## src/rtl/jtopl_op_pkg.sv

```systemverilog
`default_nettype none
// +--------------------------------------------------------------------+
// | jtopl_op_pkg                                                       |
// | Shared constants and types for the JTOPL operator output stage.    |
// | Revision: 1.0                                                      |
// +--------------------------------------------------------------------+
package jtopl_op_pkg;

    localparam int          OP_LAT    = 3;
    localparam int          ROM_DEPTH = 256;
    localparam logic [12:0] ATT_MAX   = 13'h1FFF;

    typedef enum logic [1:0] {
        WS_SINE  = 2'd0,
        WS_HALF  = 2'd1,
        WS_ABS   = 2'd2,
        WS_QUART = 2'd3
    } ws_e;

endpackage
`default_nettype wire

```

## src/rtl/jtopl_op_rom.sv

```systemverilog
`default_nettype none
// +--------------------------------------------------------------------+
// | jtopl_op_rom                                                       |
// | Quarter-wave log-sine and exponential tables, synchronous read.    |
// | Revision: 1.0                                                      |
// +--------------------------------------------------------------------+
module jtopl_op_rom
    import jtopl_op_pkg::*;
(
    input  logic        clk,
    input  logic        cen,
    input  logic [7:0]  ls_addr,
    output logic [11:0] ls_data,
    input  logic [7:0]  exp_addr,
    output logic [9:0]  exp_data
);

    localparam real PI = 3.14159265358979323846;

    logic [11:0] ls_tab  [ROM_DEPTH];
    logic [9:0]  exp_tab [ROM_DEPTH];

    // Contents are fixed at elaboration from the closed-form table definitions.
    for (genvar gi = 0; gi < ROM_DEPTH; gi++) begin : g_tab
        localparam int LS_I = $rtoi(-$ln($sin((gi + 0.5) * PI / 512.0)) / $ln(2.0) * 256.0 + 0.5);
        localparam int EX_I = $rtoi(($pow(2.0, (255 - gi) / 256.0) - 1.0) * 1024.0 + 0.5);
        assign ls_tab[gi]  = LS_I[11:0];
        assign exp_tab[gi] = EX_I[9:0];
    end

    logic [11:0] ls_data_d,  ls_data_q;
    logic [9:0]  exp_data_d, exp_data_q;

    always_comb begin
        ls_data_d  = ls_tab[ls_addr];
        exp_data_d = exp_tab[exp_addr];
    end

    // No reset so the read registers can sit inside block RAM.
    always_ff @(posedge clk) begin
        if (cen) begin
            ls_data_q  <= ls_data_d;
            exp_data_q <= exp_data_d;
        end
    end

    assign ls_data  = ls_data_q;
    assign exp_data = exp_data_q;

endmodule
`default_nettype wire

```

## src/rtl/jtopl_op_pipe.sv

```systemverilog
`default_nettype none
// +--------------------------------------------------------------------+
// | jtopl_op_pipe                                                      |
// | Operator output stage: feedback/modulation, log-sine, exp, store.  |
// | Revision: 1.0                                                      |
// +--------------------------------------------------------------------+
module jtopl_op_pipe
    import jtopl_op_pkg::*;
#(
    parameter int CH_NUM = 9
) (
    input  logic        clk,
    input  logic        rst_n,
    input  logic        cen,
    input  logic        in_valid,
    input  logic [9:0]  phase_op,
    input  logic [9:0]  eg_atten,
    input  logic [1:0]  ws,
    input  logic [3:0]  ch,
    input  logic        is_mod,
    input  logic [2:0]  fb,
    input  logic        con,
    output logic [12:0] op_out,
    output logic        op_valid,
    output logic [3:0]  op_ch
);

    localparam logic [4:0] CH_LIM = 5'(CH_NUM);

    logic [12:0] prev0_q [CH_NUM];
    logic [12:0] prev1_q [CH_NUM];
    logic [12:0] prev0_d [CH_NUM];
    logic [12:0] prev1_d [CH_NUM];

    logic        s1_valid_q, s1_valid_d, s1_mod_q, s1_mod_d, s1_ok_q, s1_ok_d;
    logic [9:0]  s1_phase_q, s1_phase_d, s1_eg_q, s1_eg_d;
    logic [3:0]  s1_ch_q, s1_ch_d;
    ws_e         s1_ws_q, s1_ws_d;

    logic        s2_valid_q, s2_valid_d, s2_mod_q, s2_mod_d, s2_ok_q, s2_ok_d;
    logic        s2_sign_q, s2_sign_d, s2_mute_q, s2_mute_d;
    logic [9:0]  s2_eg_q, s2_eg_d;
    logic [3:0]  s2_ch_q, s2_ch_d;

    logic        s3_valid_q, s3_valid_d, s3_mod_q, s3_mod_d, s3_ok_q, s3_ok_d;
    logic        s3_sign_q, s3_sign_d;
    logic [12:0] s3_att_q, s3_att_d;
    logic [3:0]  s3_ch_q, s3_ch_d;

    logic [12:0] op_out_q, op_out_next;
    logic        op_valid_q;
    logic [3:0]  op_ch_q;

    logic        rd_ok, fwd, wr_en;
    logic [3:0]  rd_idx, wr_idx;
    logic [12:0] p0, p1;
    logic signed [13:0] fb_sum;
    logic [3:0]  fb_sh;
    logic [9:0]  fb_pm, pm;
    logic [7:0]  ls_addr;
    logic [11:0] ls_data;
    logic [9:0]  exp_data;
    logic [13:0] att_sum;
    logic [11:0] exp_base, mag;

    jtopl_op_rom u_rom (
        .clk      (clk),
        .cen      (cen),
        .ls_addr  (ls_addr),
        .ls_data  (ls_data),
        .exp_addr (s3_att_d[7:0]),
        .exp_data (exp_data)
    );

    // Exit stage: exponential scale, one's complement sign, store update.
    always_comb begin
        exp_base    = {1'b1, exp_data, 1'b0};
        mag         = exp_base >> s3_att_q[12:8];
        op_out_next = s3_sign_q ? ~{1'b0, mag} : {1'b0, mag};
        wr_en       = s3_valid_q && s3_mod_q && s3_ok_q;
        wr_idx      = s3_ok_q ? s3_ch_q : 4'd0;
        prev0_d     = prev0_q;
        prev1_d     = prev1_q;
        if (wr_en) begin
            prev0_d[wr_idx] = op_out_next;
            prev1_d[wr_idx] = prev0_q[wr_idx];
        end
    end

    // S1: the store write landing this cen is forwarded so a carrier three slots behind its modulator sees it.
    always_comb begin
        rd_ok      = ({1'b0, ch} < CH_LIM);
        rd_idx     = rd_ok ? ch : 4'd0;
        fwd        = wr_en && rd_ok && (s3_ch_q == ch);
        p0         = fwd ? op_out_next      : prev0_q[rd_idx];
        p1         = fwd ? prev0_q[rd_idx]  : prev1_q[rd_idx];
        fb_sum     = $signed({p0[12], p0}) + $signed({p1[12], p1});
        fb_sh      = 4'd10 - {1'b0, fb};
        fb_pm      = 10'(fb_sum >>> fb_sh);
        pm         = 10'd0;
        if (rd_ok) begin
            if (is_mod && (fb != 3'd0)) begin
                pm = fb_pm;
            end else if (!is_mod && !con) begin
                pm = p0[10:1];
            end
        end
        s1_phase_d = phase_op + pm;
        s1_valid_d = in_valid;
        s1_eg_d    = eg_atten;
        s1_ws_d    = ws_e'(ws);
        s1_ch_d    = ch;
        s1_mod_d   = is_mod;
        s1_ok_d    = rd_ok;
    end

    // S2: log-sine lookup address and waveform shaping.
    always_comb begin
        ls_addr    = s1_phase_q[8] ? ~s1_phase_q[7:0] : s1_phase_q[7:0];
        s2_sign_d  = s1_phase_q[9];
        s2_mute_d  = 1'b0;
        case (s1_ws_q)
            WS_HALF:  s2_mute_d = s1_phase_q[9];
            WS_ABS:   s2_sign_d = 1'b0;
            WS_QUART: begin
                s2_mute_d = s1_phase_q[8];
                s2_sign_d = 1'b0;
            end
            default:  ;
        endcase
        s2_valid_d = s1_valid_q;
        s2_eg_d    = s1_eg_q;
        s2_ch_d    = s1_ch_q;
        s2_mod_d   = s1_mod_q;
        s2_ok_d    = s1_ok_q;
    end

    // S3: saturating attenuation add; its low byte addresses the exp table.
    always_comb begin
        att_sum    = {2'b00, ls_data} + {1'b0, s2_eg_q, 3'b000};
        s3_att_d   = (s2_mute_q || att_sum[13]) ? ATT_MAX : att_sum[12:0];
        s3_sign_d  = s2_sign_q;
        s3_valid_d = s2_valid_q;
        s3_ch_d    = s2_ch_q;
        s3_mod_d   = s2_mod_q;
        s3_ok_d    = s2_ok_q;
    end

    always_ff @(posedge clk or negedge rst_n) begin
        if (!rst_n) begin
            s1_valid_q <= 1'b0; s1_phase_q <= '0; s1_eg_q <= '0; s1_ws_q <= WS_SINE;
            s1_ch_q    <= '0;   s1_mod_q   <= 1'b0; s1_ok_q <= 1'b0;
            s2_valid_q <= 1'b0; s2_sign_q  <= 1'b0; s2_mute_q <= 1'b0; s2_eg_q <= '0;
            s2_ch_q    <= '0;   s2_mod_q   <= 1'b0; s2_ok_q <= 1'b0;
            s3_valid_q <= 1'b0; s3_sign_q  <= 1'b0; s3_att_q <= '0;
            s3_ch_q    <= '0;   s3_mod_q   <= 1'b0; s3_ok_q <= 1'b0;
            op_out_q   <= '0;   op_valid_q <= 1'b0; op_ch_q <= '0;
            for (int i = 0; i < CH_NUM; i++) begin
                prev0_q[i] <= '0;
                prev1_q[i] <= '0;
            end
        end else if (cen) begin
            s1_valid_q <= s1_valid_d; s1_phase_q <= s1_phase_d; s1_eg_q <= s1_eg_d; s1_ws_q <= s1_ws_d;
            s1_ch_q    <= s1_ch_d;    s1_mod_q   <= s1_mod_d;   s1_ok_q <= s1_ok_d;
            s2_valid_q <= s2_valid_d; s2_sign_q  <= s2_sign_d;  s2_mute_q <= s2_mute_d; s2_eg_q <= s2_eg_d;
            s2_ch_q    <= s2_ch_d;    s2_mod_q   <= s2_mod_d;   s2_ok_q <= s2_ok_d;
            s3_valid_q <= s3_valid_d; s3_sign_q  <= s3_sign_d;  s3_att_q <= s3_att_d;
            s3_ch_q    <= s3_ch_d;    s3_mod_q   <= s3_mod_d;   s3_ok_q <= s3_ok_d;
            op_out_q   <= op_out_next; op_valid_q <= s3_valid_q; op_ch_q <= s3_ch_q;
            prev0_q    <= prev0_d;
            prev1_q    <= prev1_d;
        end
    end

    assign op_out   = op_out_q;
    assign op_valid = op_valid_q;
    assign op_ch    = op_ch_q;

endmodule
`default_nettype wire

```

## config.mk

```make
export PLATFORM = sky130hd
export DESIGN_NAME = jtopl_op_pipe
export DESIGN_NICKNAME = d
export VERILOG_FILES = /design/src/rtl/jtopl_op_pkg.sv /design/src/rtl/jtopl_op_rom.sv /design/src/rtl/jtopl_op_pipe.sv
export SDC_FILE = /design/constraint.sdc
export NUM_CORES = 1
export LEC_CHECK = 0
export BUFFER_PORTS_ARGS = -buffer_cell sky130_fd_sc_hd__clkbuf_2
export CAP_MARGIN = 10
export CORE_UTILIZATION = 35
export CTS_CLUSTER_SIZE = 16
export DETAILED_ROUTE_END_ITERATION = 16
export GPL_ROUTABILITY_DRIVEN = 1
export SLEW_MARGIN = 20
export SYNTH_ARGS = -nofsm -noshare
export SYNTH_HDL_FRONTEND = slang
export SYNTH_SLANG_ARGS = --single-unit
export TNS_END_PERCENT = 20
```

## constraint.sdc

```tcl
create_clock -name clk -period 16.1 [get_ports clk]
set_input_delay 0.805 -clock clk [delete_from_list [all_inputs] [get_ports clk]]
set_output_delay 0.805 -clock clk [all_outputs]
set_load 0.05 [all_outputs]
```

==> results.md, run 1 <==
* Status: finished clean
* Die Span Y at roughly 260 µm
* Dpl hpwl at 50,100 µm
* CP Max Fanout at 50
* Synth Instances at roughly 2,600
* Largest net degree at the start of global routing at about 130
* Ports at 53
* Clock Latency Late Sink at roughly 0.57 ns
* Post-synthesis sequential area ratio at 0.373
* Synthesized-area fraction occupied by adder cells at 0.0350
* First-pass GRT wire length at 119,000 µm
* Top FF cell, synth: dfrtp_1
* Clock root buffer: clkbuf_16
* Port bufs at 52
* DRT Pass-1 Iters at 6
* CTS Buffer Depth at 3
* RSZ-0062 raised after global routing: false
* CTS Hold Buffers Added at 0
* Core Area at 0.0643 mm²
* Routed len/inst at 22.2 µm
* Seq cells post-synth at 335
* Worst-path clk slew at 0.06 ns
* Routed WL at around 76,000 µm
* DR vias/cell at slightly above 6
* Worst Path Class, Setup: input pin to flip-flop
* Mux contribution to synthesized area at 0.121
* Count of final hold-check violations at 0
* Initial antenna violation count at 1
* Yosys warning count at 0
* Crit start category: input pin
* Post-synthesis simple-gate area fraction at 0.146
* Number of global-route vias before repair at 20,093
* GRT Total Usage at 0.225
* Layout cell share with drive strength beyond 1 at 0.141
* Clock skew at 0.0329 ns
* Synthesized Nets at 2,735
* Period utilization at 0.478
* Die width at 257 µm
* Total number of vias at 20,842
* Worst hold path class: input pin to asynchronous set/reset pin
* FF/Latch Area at ~0.0085 mm²
* Crit end category: flip-flop
* Area share of the largest cell type after synthesis at 0.344
* CTS tree: yes
* FILL cells at 6,432
* Max transition margin at 0.274
* XOR/XNOR share of the synthesized area at 0.0219
* Drc violations at 0
* Synth Cell Area at 0.0228 mm²
* Final Setup Violations at 0
* Top cells by area, synth: dfrtp_1 (34%), a21oi_1 (9.1%), nor2_1 (6.6%)
* Drt initial violations at 2,081
* Fraction of the mapped netlist area in compound gates at 0.253
* Mean Syn Cell Area at between 8 and 9 µm²
* Area Growth Syn to Fin at 9.74%
* Die ar. at 0.0661 mm²
* Max-cap violation count at 0
* Multi-input logic area at approximately 0.013 mm²
* Post_cts resized at 0
* Cell mode on critical path: a21oi_1
* Number of max-slew violations in the final report at 0
* Fmax at ~130 MHz
* Crit path DAT at 8.15 ns
* Main combinational cell family by area after synthesis: compound AO/OA/AOI/OAI gates
* # rows at 93
* Fin Hold WS at between 0.3 and 0.4 ns
* Critical path required time at 16.56 ns
* Setup TNS at 0 ns
* Final GP Congestion at 0.944
* Fin nets at between 2,000 and 3,000
* Largest area contributor in the netlist: dfrtp_1
* H-Tree Depth at 2
* Gr ovfl total at 0
* Highest cell delay on the worst timing path at roughly 0.62 ns
* Async SR Flop Fraction at 0.934
* Synth cell types at 84
* Initial Util at 0.354
* Number of flops mapped to enable cells by yosys at 22
* Cell family with most CP delay: compound AO/OA/AOI/OAI gates
* CP max stage cell: or4b_2
* Total CTS buffers at 38
* Measured slew at the worst slew-check pin at roughly 1.1 ns
* CTS Sinks at approximately 340
* Crit path buf inv count at 3
* Post-DRT Antenna Nets at 0
* Final min period at 7.69 ns
* Postcts setup bufs at 0
==> kinds of logic after synthesis <==
family | count (synthesis)
AO/OA/AOI/OAI | 931
adder cells (fa/ha/maj) | 62
AND/OR/NAND/NOR | 774
multiplexers | 185
buffers and inverters | 295
flip-flops | 335
XOR/XNOR | 56
==> synth_stat cells (46+ instances only) <==
master    instances
a21oi_1         415
nor2_1          399
dfrtp_1         313
clkbuf_1        199
nand2_1         179
o21ai_0         150
mux2_2           72
mux4_2           65
ha_1             59
mux2i_1          47
nor3_1           46
==> cells in the final DEF, fill, tap and decap left out, types with 14 or more instances in the layout <==
cell type | netlist | layout
nand3_1 | 43 | 43
mux2i_1 | 47 | 47
mux4_2 | 65 | 65
a211oi_1 | 27 | 27
xnor2_1 | 33 | 28
ha_1 | 59 | 59
o21a_1 | 14 | 14
a22o_1 | 24 | 24
nor3_1 | 46 | 43
xor2_1 | 22 | 14
nand2b_1 | 16 | 15
clkbuf_16 | 0 | 39
o22ai_1 | 26 | 26
a21oi_1 | 415 | 415
o21ai_0 | 150 | 150
clkbuf_2 | 1 | 50
dfrtp_1 | 313 | 313
nor2_1 | 399 | 393
mux2_2 | 72 | 72
a31oi_1 | 40 | 40
nand2_1 | 179 | 179
inv_1 | 43 | 43
nor2b_1 | 22 | 20
a221oi_1 | 40 | 40
a311oi_1 | 15 | 15
edfxtp_1 | 22 | 22
o211ai_1 | 37 | 37
buf_4 | 4 | 58
==> final cells by class <==
type | instances | area share
clock inverter | 17 | 0.00570
tap | 855 | 0.0428
antenna | 1 | 0.000100
multi-input combinational | 2008 | 0.534
clock buffer | 51 | 0.0428
sequential | 335 | 0.340
inverter | 48 | 0.00721
timing repair buffer | 109 | 0.0280
==> registers in the layout, indices dropped and copies added (netlist names), 2 cells and up <==
name            flops
prev0_q           117
prev1_q           117
op_out             13
u_rom.ls_data      12
s1_eg_q            10
s1_phase_q         10
s2_eg_q            10
u_rom.exp_data     10
s3_att_q            5
op_ch               4
s1_ch_q             4
s2_ch_q             4
s3_ch_q             4
s1_ws_q             2
==> layer usage <==
metal / track usage / wire length (µm) / vias to the layer above
li1: - / - / 9494
met1: 0.317 / 33800 / 10215
met2: 0.348 / 34100 / 975
met3: 0.0397 / 5900 / 158
met4: 0.0764 / 2290 / 0
met5: 0 / 0 / -
==> worst paths after layout <==
| check | depth (start not counted) | start | to | slack [ns] |
|---|---|---|---|---|
| max | 27 | ch[3] | s1_phase_q[9] | 8.41 |
| min | 1 | rst_n | prev1_q[110] | 0.33 |
| max reg2reg | 27 | s3_att_q[8] | s1_phase_q[9] | 8.57 |
| min reg2reg | 1 | s1_ok_q | s2_ok_q | 0.50 |
| max in group asynchronous | 2 | rst_n | s1_ch_q[1] | 14.17 |
| min in group clk | 2 | eg_atten[0] | s1_eg_q[0] | 0.47 |
==> through the flow <==
step	area (µm²)	worst slack, ns	util	cells
6_report	25000	8.41	0.389	3424
5_1_grt	25000	7.97	0.389	3424
4_1_cts	25000	8.49	0.388	3423
3_5_place_dp	23800	7.91	0.370	3355
3_3_place_gp	23800	7.89	0.370	3355
2_1_floorplan	22800	9.28	-	2638
Power of run 1 is left out: the tool's default activity adds up to more than one toggle a clock period on the data nets, which glitch-free logic cannot reach.
==> run 2, diff against run 1 <==
clock period = 6.85 ns   (was 16.1 ns; I/O delays follow)
==> results.md, run 2 (same netlist as run 1, synthesis figures left out) <==
* Postcts setup bufs at 0 (unchanged)
* CTS Sinks at 335 (unchanged)
* Total number of vias at 21,107 (was 20,842)
* Worst Path Class, Setup: flip-flop to flip-flop (was input pin to flip-flop)
* Routed len/inst at 22.0 µm (was 22.2 µm)
* PnR worst setup slack at 0.402 ns (was 8.41 ns)
* # rows at 93 (unchanged)
* CTS tree: yes (unchanged)
* CP Launch Point: s3_mod_q (was ch[3])
* CP Max Fanout at 18 (was 50)
* RSZ-0062 raised after global routing: false (unchanged)
* Number of global-route vias before repair at 20,328 (was 20,093)
* Clock skew at 0.0242 ns (was 0.0329 ns)
* Total CTS buffers at 38 (unchanged)
* Critical path required time at 7.31 ns (was 16.56 ns)
* CP max stage cell: mux4_2 (was or4b_2)
* Drc violations at 0 (unchanged)
* Initial Util at 0.354 (unchanged)
* Final GP Congestion at 0.949 (was 0.944)
* Ports at 53 (unchanged)
* CTS Buffer Depth at 3 (unchanged)
* Die width at 257 µm (unchanged)
* Max transition margin at 0.286 (was 0.274)
* Core Area at 0.0643 mm² (unchanged)
* Layout cell share with drive strength beyond 1 at 0.159 (was 0.141)
* First-pass GRT wire length at 119,000 µm (about the same)
* Gr ovfl total at 0 (unchanged)
* Highest cell delay on the worst timing path at 0.55 ns (was 0.62 ns)
* Final Setup Violations at 0 (unchanged)
* Crit end category: flip-flop (unchanged)
* GRT Total Usage at 0.227 (was 0.225)
* Clock Latency Late Sink at 0.56 ns (was 0.57 ns)
* Crit path DAT at 6.90 ns (was 8.15 ns)
* Post-DRT Antenna Nets at 0 (unchanged)
* Die Span Y at 257 µm (unchanged)
* Dpl hpwl at 51,000 µm (was 50,100 µm)
* Fin util at 0.397 (was 0.389)
* DR vias/cell at 6.07 (was 6.09)
* Status: finished clean (unchanged)
* Most common cell after layout, fill and taps aside: a21oi_1 (unchanged)
* FF-to-FF Start: s3_mod_q (was s3_att_q[8])
* Top Usage Layer GRT: met2 (unchanged)
* Drt initial violations at 2,668 (was 2,081)
* Number of max-slew violations in the final report at 0 (unchanged)
* Max-cap violation count at 0 (unchanged)
* Most frequent cells in the layout: a21oi_1 (414), nor2_1 (392), dfrtp_1 (312) (was a21oi_1 (415), nor2_1 (393), dfrtp_1 (313))
* Worst hold path class: input pin to flip-flop (was input pin to asynchronous set/reset pin)
* Fmax at 155 MHz
* Clock root buffer: clkbuf_16 (unchanged)
* HP Start: eg_atten[4]
* Die ar. at 0.0661 mm² (unchanged)
* Crit start category: flip-flop (was input pin)
* Setup TNS at 0 ns (unchanged)
* Period utilization at 0.941
* Largest net degree at the start of global routing at 125 (unchanged)
* Area Growth Syn to Fin at 12.3% (was 9.74%)
* H-Tree Depth at 2 (unchanged)
* Worst reg2reg setup slack at 0.40 ns (was 8.57 ns)
* Measured slew at the worst slew-check pin at 1.07 ns (was 1.08 ns)
* Count of final hold-check violations at 0 (unchanged)
* Initial antenna violation count at 1 (unchanged)
* Setup WS pre-CTS at 0.0798 ns (was 7.91 ns)
* Fin nets at 2,691 (was 2,637)
* Met3 usage at 0.0452 (was 0.0397)
* Worst-path clk slew at 0.06 ns (about the same)
* Crit-path cells: and3_1 > nand4_1 > or2_2 > buf_4 > mux2i_1 > o21ai_0 > ha_1 > buf_4 > and3_1 > a2111oi_0 > o311ai_2 > mux4_2 > a31oi_1 > o221ai_1 > ha_1 > nand3_1 > o2111ai_1 > a31o_2 > a21oi_1 > xor2_1 > a211o_1 > a31oi_1 > a211oi_1
* Routed WL at 76,400 µm (was 76,100 µm)
* DRT Pass-1 Iters at 7 (was 6)
* Final min period at 6.45 ns
* Port bufs at 52 (unchanged)
* Met2 Resource Use GR at 0.347 (was 0.348)
* GRT met1 Usage at 0.321 (was 0.317)
## run 2: cell types whose count changed in the layout (fill, tap and decap cells not counted), sizes merged
| cell | delta |
|---|---|
| buf | +50 |
| bufinv | +3 |
| clkbuf | +3 |
| clkinv | -5 |
| clkinvlp | +1 |
| dlygate4sd3 | +3 |
| inv | -1 |
## run 2: metrics by stage
step | cell area (µm²) | hold WS, ns | cells
2_1_floorplan | 22800 | 0.0469 | 2638
3_3_place_gp | 24200 | 0.462 | 3405
3_5_place_dp | 24200 | 0.472 | 3405
4_1_cts | 25500 | 0.000164 | 3476
5_1_grt | 25600 | 0.00744 | 3478
6_report | 25600 | 0.0266 | 3478
## run 2: timing repair
action / 4_1_cts / 5_1_grt
hold buffers: 3 / 0
endpoints found under the hold margin: 113 / 0
setup endpoints to repair: 0 / 3
resized for setup: 0 / 12
## run 2: path summary, 6_finish.rpt
| kind | cells past startpoint | end |
|---|---|---|
| setup reg to reg | 23 | s1_phase_q[9] |
| min in group asynchronous | 2 | prev1_q[81] |
| hold reg to reg | 2 | s2_eg_q[1] |
| max in group asynchronous | 3 | s1_ch_q[1] |
| hold / removal | 2 | s1_eg_q[4] |
| setup / recovery | 23 | s1_phase_q[9] |
## run 2: worst max-delay path: cells and delay by family, from the launching register on
family                     cells  cell delay, ns
buffers and inverters          2            0.39
DFF                            1            0.43
and+or+nand+nor                5            1.35
AOI/OAI and AO/OA             11            2.50
muxes                          2            0.68
adders and majority gates      2            0.68
xor gates and xnor gates       1            0.29
## run 2: area by class of cell
type                    instances  area, µm²
diodes                          1       2.50
clock buffers                  53       1110
clock inverters                15        211
fillers                      6304      38800
inverters                      48        180
multi-input cells            2008      13300
flip-flops and latches        335       8490
well taps                     855       1070
repair buffers                163       1180
## run 2: routing by layer
| metal | share of wire | up-vias | wire [µm] |
|---|---|---|---|
| met4 | 0.027 | 0 | 2100 |
| li1 | - | 9595 | - |
| met3 | 0.084 | 154 | 6400 |
| met1 | 0.44 | 10331 | 33400 |
| met5 | 0 | - | 0 |
| met2 | 0.45 | 1027 | 34500 |
Power of run 2 is left out for the same reason.
==> run 3, diff against run 2 <==
BUFFER_PORTS_ARGS = -buffer_cell sky130_fd_sc_hd__buf_4   (was -buffer_cell sky130_fd_sc_hd__clkbuf_2)
==> results.md, run 3 (same netlist as run 1, synthesis figures left out) <==
* Post-DRT Antenna Nets at 0 (unchanged)
* Clock root buffer: clkbuf_16 (unchanged)
* Crit start category: flip-flop (unchanged)
* Status: finished clean (unchanged)
* Total number of vias at 21,048 (was 21,107)
* Number of max-slew violations in the final report at 0 (unchanged)
* Final Instance Count excl. Fillers at 3,482 (was 3,478)
* PD cells at 607 mW/mm²
* Cell mode on critical path: a21oi_1
* Max transition margin at 0.239 (was 0.286)
* Max-cap violation count at 0 (unchanged)
* Die Span Y at 257 µm (unchanged)
* Largest net degree at the start of global routing at 166 (was 125)
* FF/Latch Area at 0.00850 mm² (was 0.00849 mm²)
* Ports at 53 (unchanged)
* Core Area at 0.0643 mm² (unchanged)
* CP max stage cell: mux4_2 (unchanged)
* Final GP Congestion at 0.933 (was 0.949)
* Layout cell share with drive strength beyond 1 at 0.157 (was 0.159)
* Fin nets at 2,693 (was 2,691)
* CP Launch Point: u_rom.exp_data[6] (was s3_mod_q)
* Multi-input logic area at 0.0133 mm² (about the same)
* HP Start: ws[1] (was eg_atten[4])
* Routed len/inst at 21.9 µm (was 22.0 µm)
* Count of final hold-check violations at 0 (unchanged)
* Die width at 257 µm (unchanged)
* Inst Count DP at 3,400 (was 3,405)
* Final Setup Violations at 0 (unchanged)
* FF-to-FF Start: u_rom.exp_data[6] (was s3_mod_q)
* Total CTS buffers at 37 (was 38)
* CTS Sinks at 335 (unchanged)
* Cell depth of the worst setup path at 26 (was 23)
* Leakage at 10.3 nW
* Period utilization at 0.937 (was 0.941)
* CTS tree: yes (unchanged)
* Gr ovfl total at 0 (unchanged)
* Fin Hold WS at 0.0521 ns (was 0.0266 ns)
* DRT Pass-1 Iters at 6 (was 7)
* Drc violations at 0 (unchanged)
* Initial Util at 0.354 (unchanged)
* Cells on Worst Hold Path at 2 (unchanged)
* Initial antenna violation count at 1 (unchanged)
* Crit end category: flip-flop (unchanged)
* Critical path required time at 7.32 ns (was 7.31 ns)
* First-pass GRT wire length at 120,000 µm (was 119,000 µm)
* Fmax at 156 MHz (was 155 MHz)
* GRT Total Usage at 0.228 (was 0.227)
* Routed WL at 76,300 µm (was 76,400 µm)
* Worst Path Class, Setup: flip-flop to flip-flop (unchanged)
* Crit path buf inv count at 1 (was 2)
* Most common cell after layout, fill and taps aside: a21oi_1 (unchanged)
* Clock Latency Late Sink at 0.58 ns (was 0.56 ns)
* # rows at 93 (unchanged)
* Crit path DAT at 6.88 ns (was 6.90 ns)
* PnR worst setup slack at 0.433 ns (was 0.402 ns)
* CP Max Fanout at 5 (was 18)
* Number of global-route vias before repair at 20,042 (was 20,328)
* H-Tree Depth at 2 (unchanged)
* DR vias/cell at 6.04 (was 6.07)
* Measured slew at the worst slew-check pin at 1.13 ns (was 1.07 ns)
* FILL cells at 6,389 (was 6,304)
* Dpl hpwl at 51,500 µm (was 51,000 µm)
* Setup WS pre-CTS at 0.0141 ns (was 0.0798 ns)
* Clock skew at 0.0342 ns (was 0.0242 ns)
* Port bufs at 52 (unchanged)
* Worst R2R Path Depth at 26 (was 23)
* Setup TNS at 0 ns (unchanged)
* Max rail drop VDD at 0.000298 V
* CTS Buffer Depth at 3 (unchanged)
* Worst-path clk slew at 0.06 ns (about the same)
* Final min period at 6.42 ns (was 6.45 ns)
* Total power at 15.6 mW
* Area Growth Syn to Fin at 12.8% (was 12.3%)
* Worst hold path class: input pin to flip-flop (unchanged)
* Highest cell delay on the worst timing path at 0.53 ns (was 0.55 ns)
* Drt initial violations at 2,529 (was 2,668)
* Cell family with most CP delay: compound AO/OA/AOI/OAI gates (unchanged)
* Postcts setup bufs at 0 (unchanged)
* Die ar. at 0.0661 mm² (unchanged)
* Most frequent cells in the layout: a21oi_1 (411), nor2_1 (392), dfrtp_1 (311) (was a21oi_1 (414), nor2_1 (392), dfrtp_1 (312))
[run 3: changes by cell type in the layout (fill, tap and decap cells not counted), moves of 3 or more]
cell	before	now
dlygate4sd3_1	3	12
clkbuf_2	50	0
clkbuf_1	6	3
buf_4	102	147
a21oi_1	414	411
clkinv_2	5	9
[run 3: cell type report]
class,count,share of cell area
Clock inverter,21,0.00949
Clock buffer,46,0.0397
Antenna cell,3,0.000292
Inverter,48,0.00701
Timing Repair Buffer,166,0.0529
Sequential cell,335,0.331
Multi-Input combinational cell,2008,0.518
Tap cell,855,0.0416
[run 3: report_power, final]
part	internal (mW)	switching, mW	total [mW]
sequential	2.81	0.598	3.41
combinational	3.67	6.46	10.1
clock	1.19	0.872	2.06
[run 3: repair_timing]
action	CTS	global route
hold buffers	12	0
gates resized for setup	0	13
endpoints found under the setup margin	0	3
endpoints found under the hold margin	85	0
[run 3: worst paths after layout]
| path | endpoint | slack [ns] |
|---|---|---|
| worst max-delay path | s1_phase_q[9] | 0.43 |
| worst min-delay path | s1_ws_q[1] | 0.05 |
| worst max register to register | s1_phase_q[9] | 0.43 |
| worst min register to register | s3_ch_q[3] | 0.50 |
| max in group asynchronous | s1_ch_q[0] | 5.10 |
| min in group asynchronous | prev1_q[16] | 0.35 |
[run 3: through the flow]
step / area [µm²] / util
floorplan: 22800 / -
global placement: 24300 / 0.377
detailed placement: 24300 / 0.377
CTS: 25600 / 0.399
global route: 25700 / 0.399
finish: 25700 / 0.399
[run 3: per-layer routing]
layer / up-vias / GRT usage / share of wire
met4: 0 / 0.0693 / 0.025
met5: - / 0 / 0
met3: 140 / 0.0378 / 0.078
met2: 1027 / 0.353 / 0.45
li1: 9576 / - / -
met1: 10305 / 0.324 / 0.44
(Power assumes the default switching activity.)
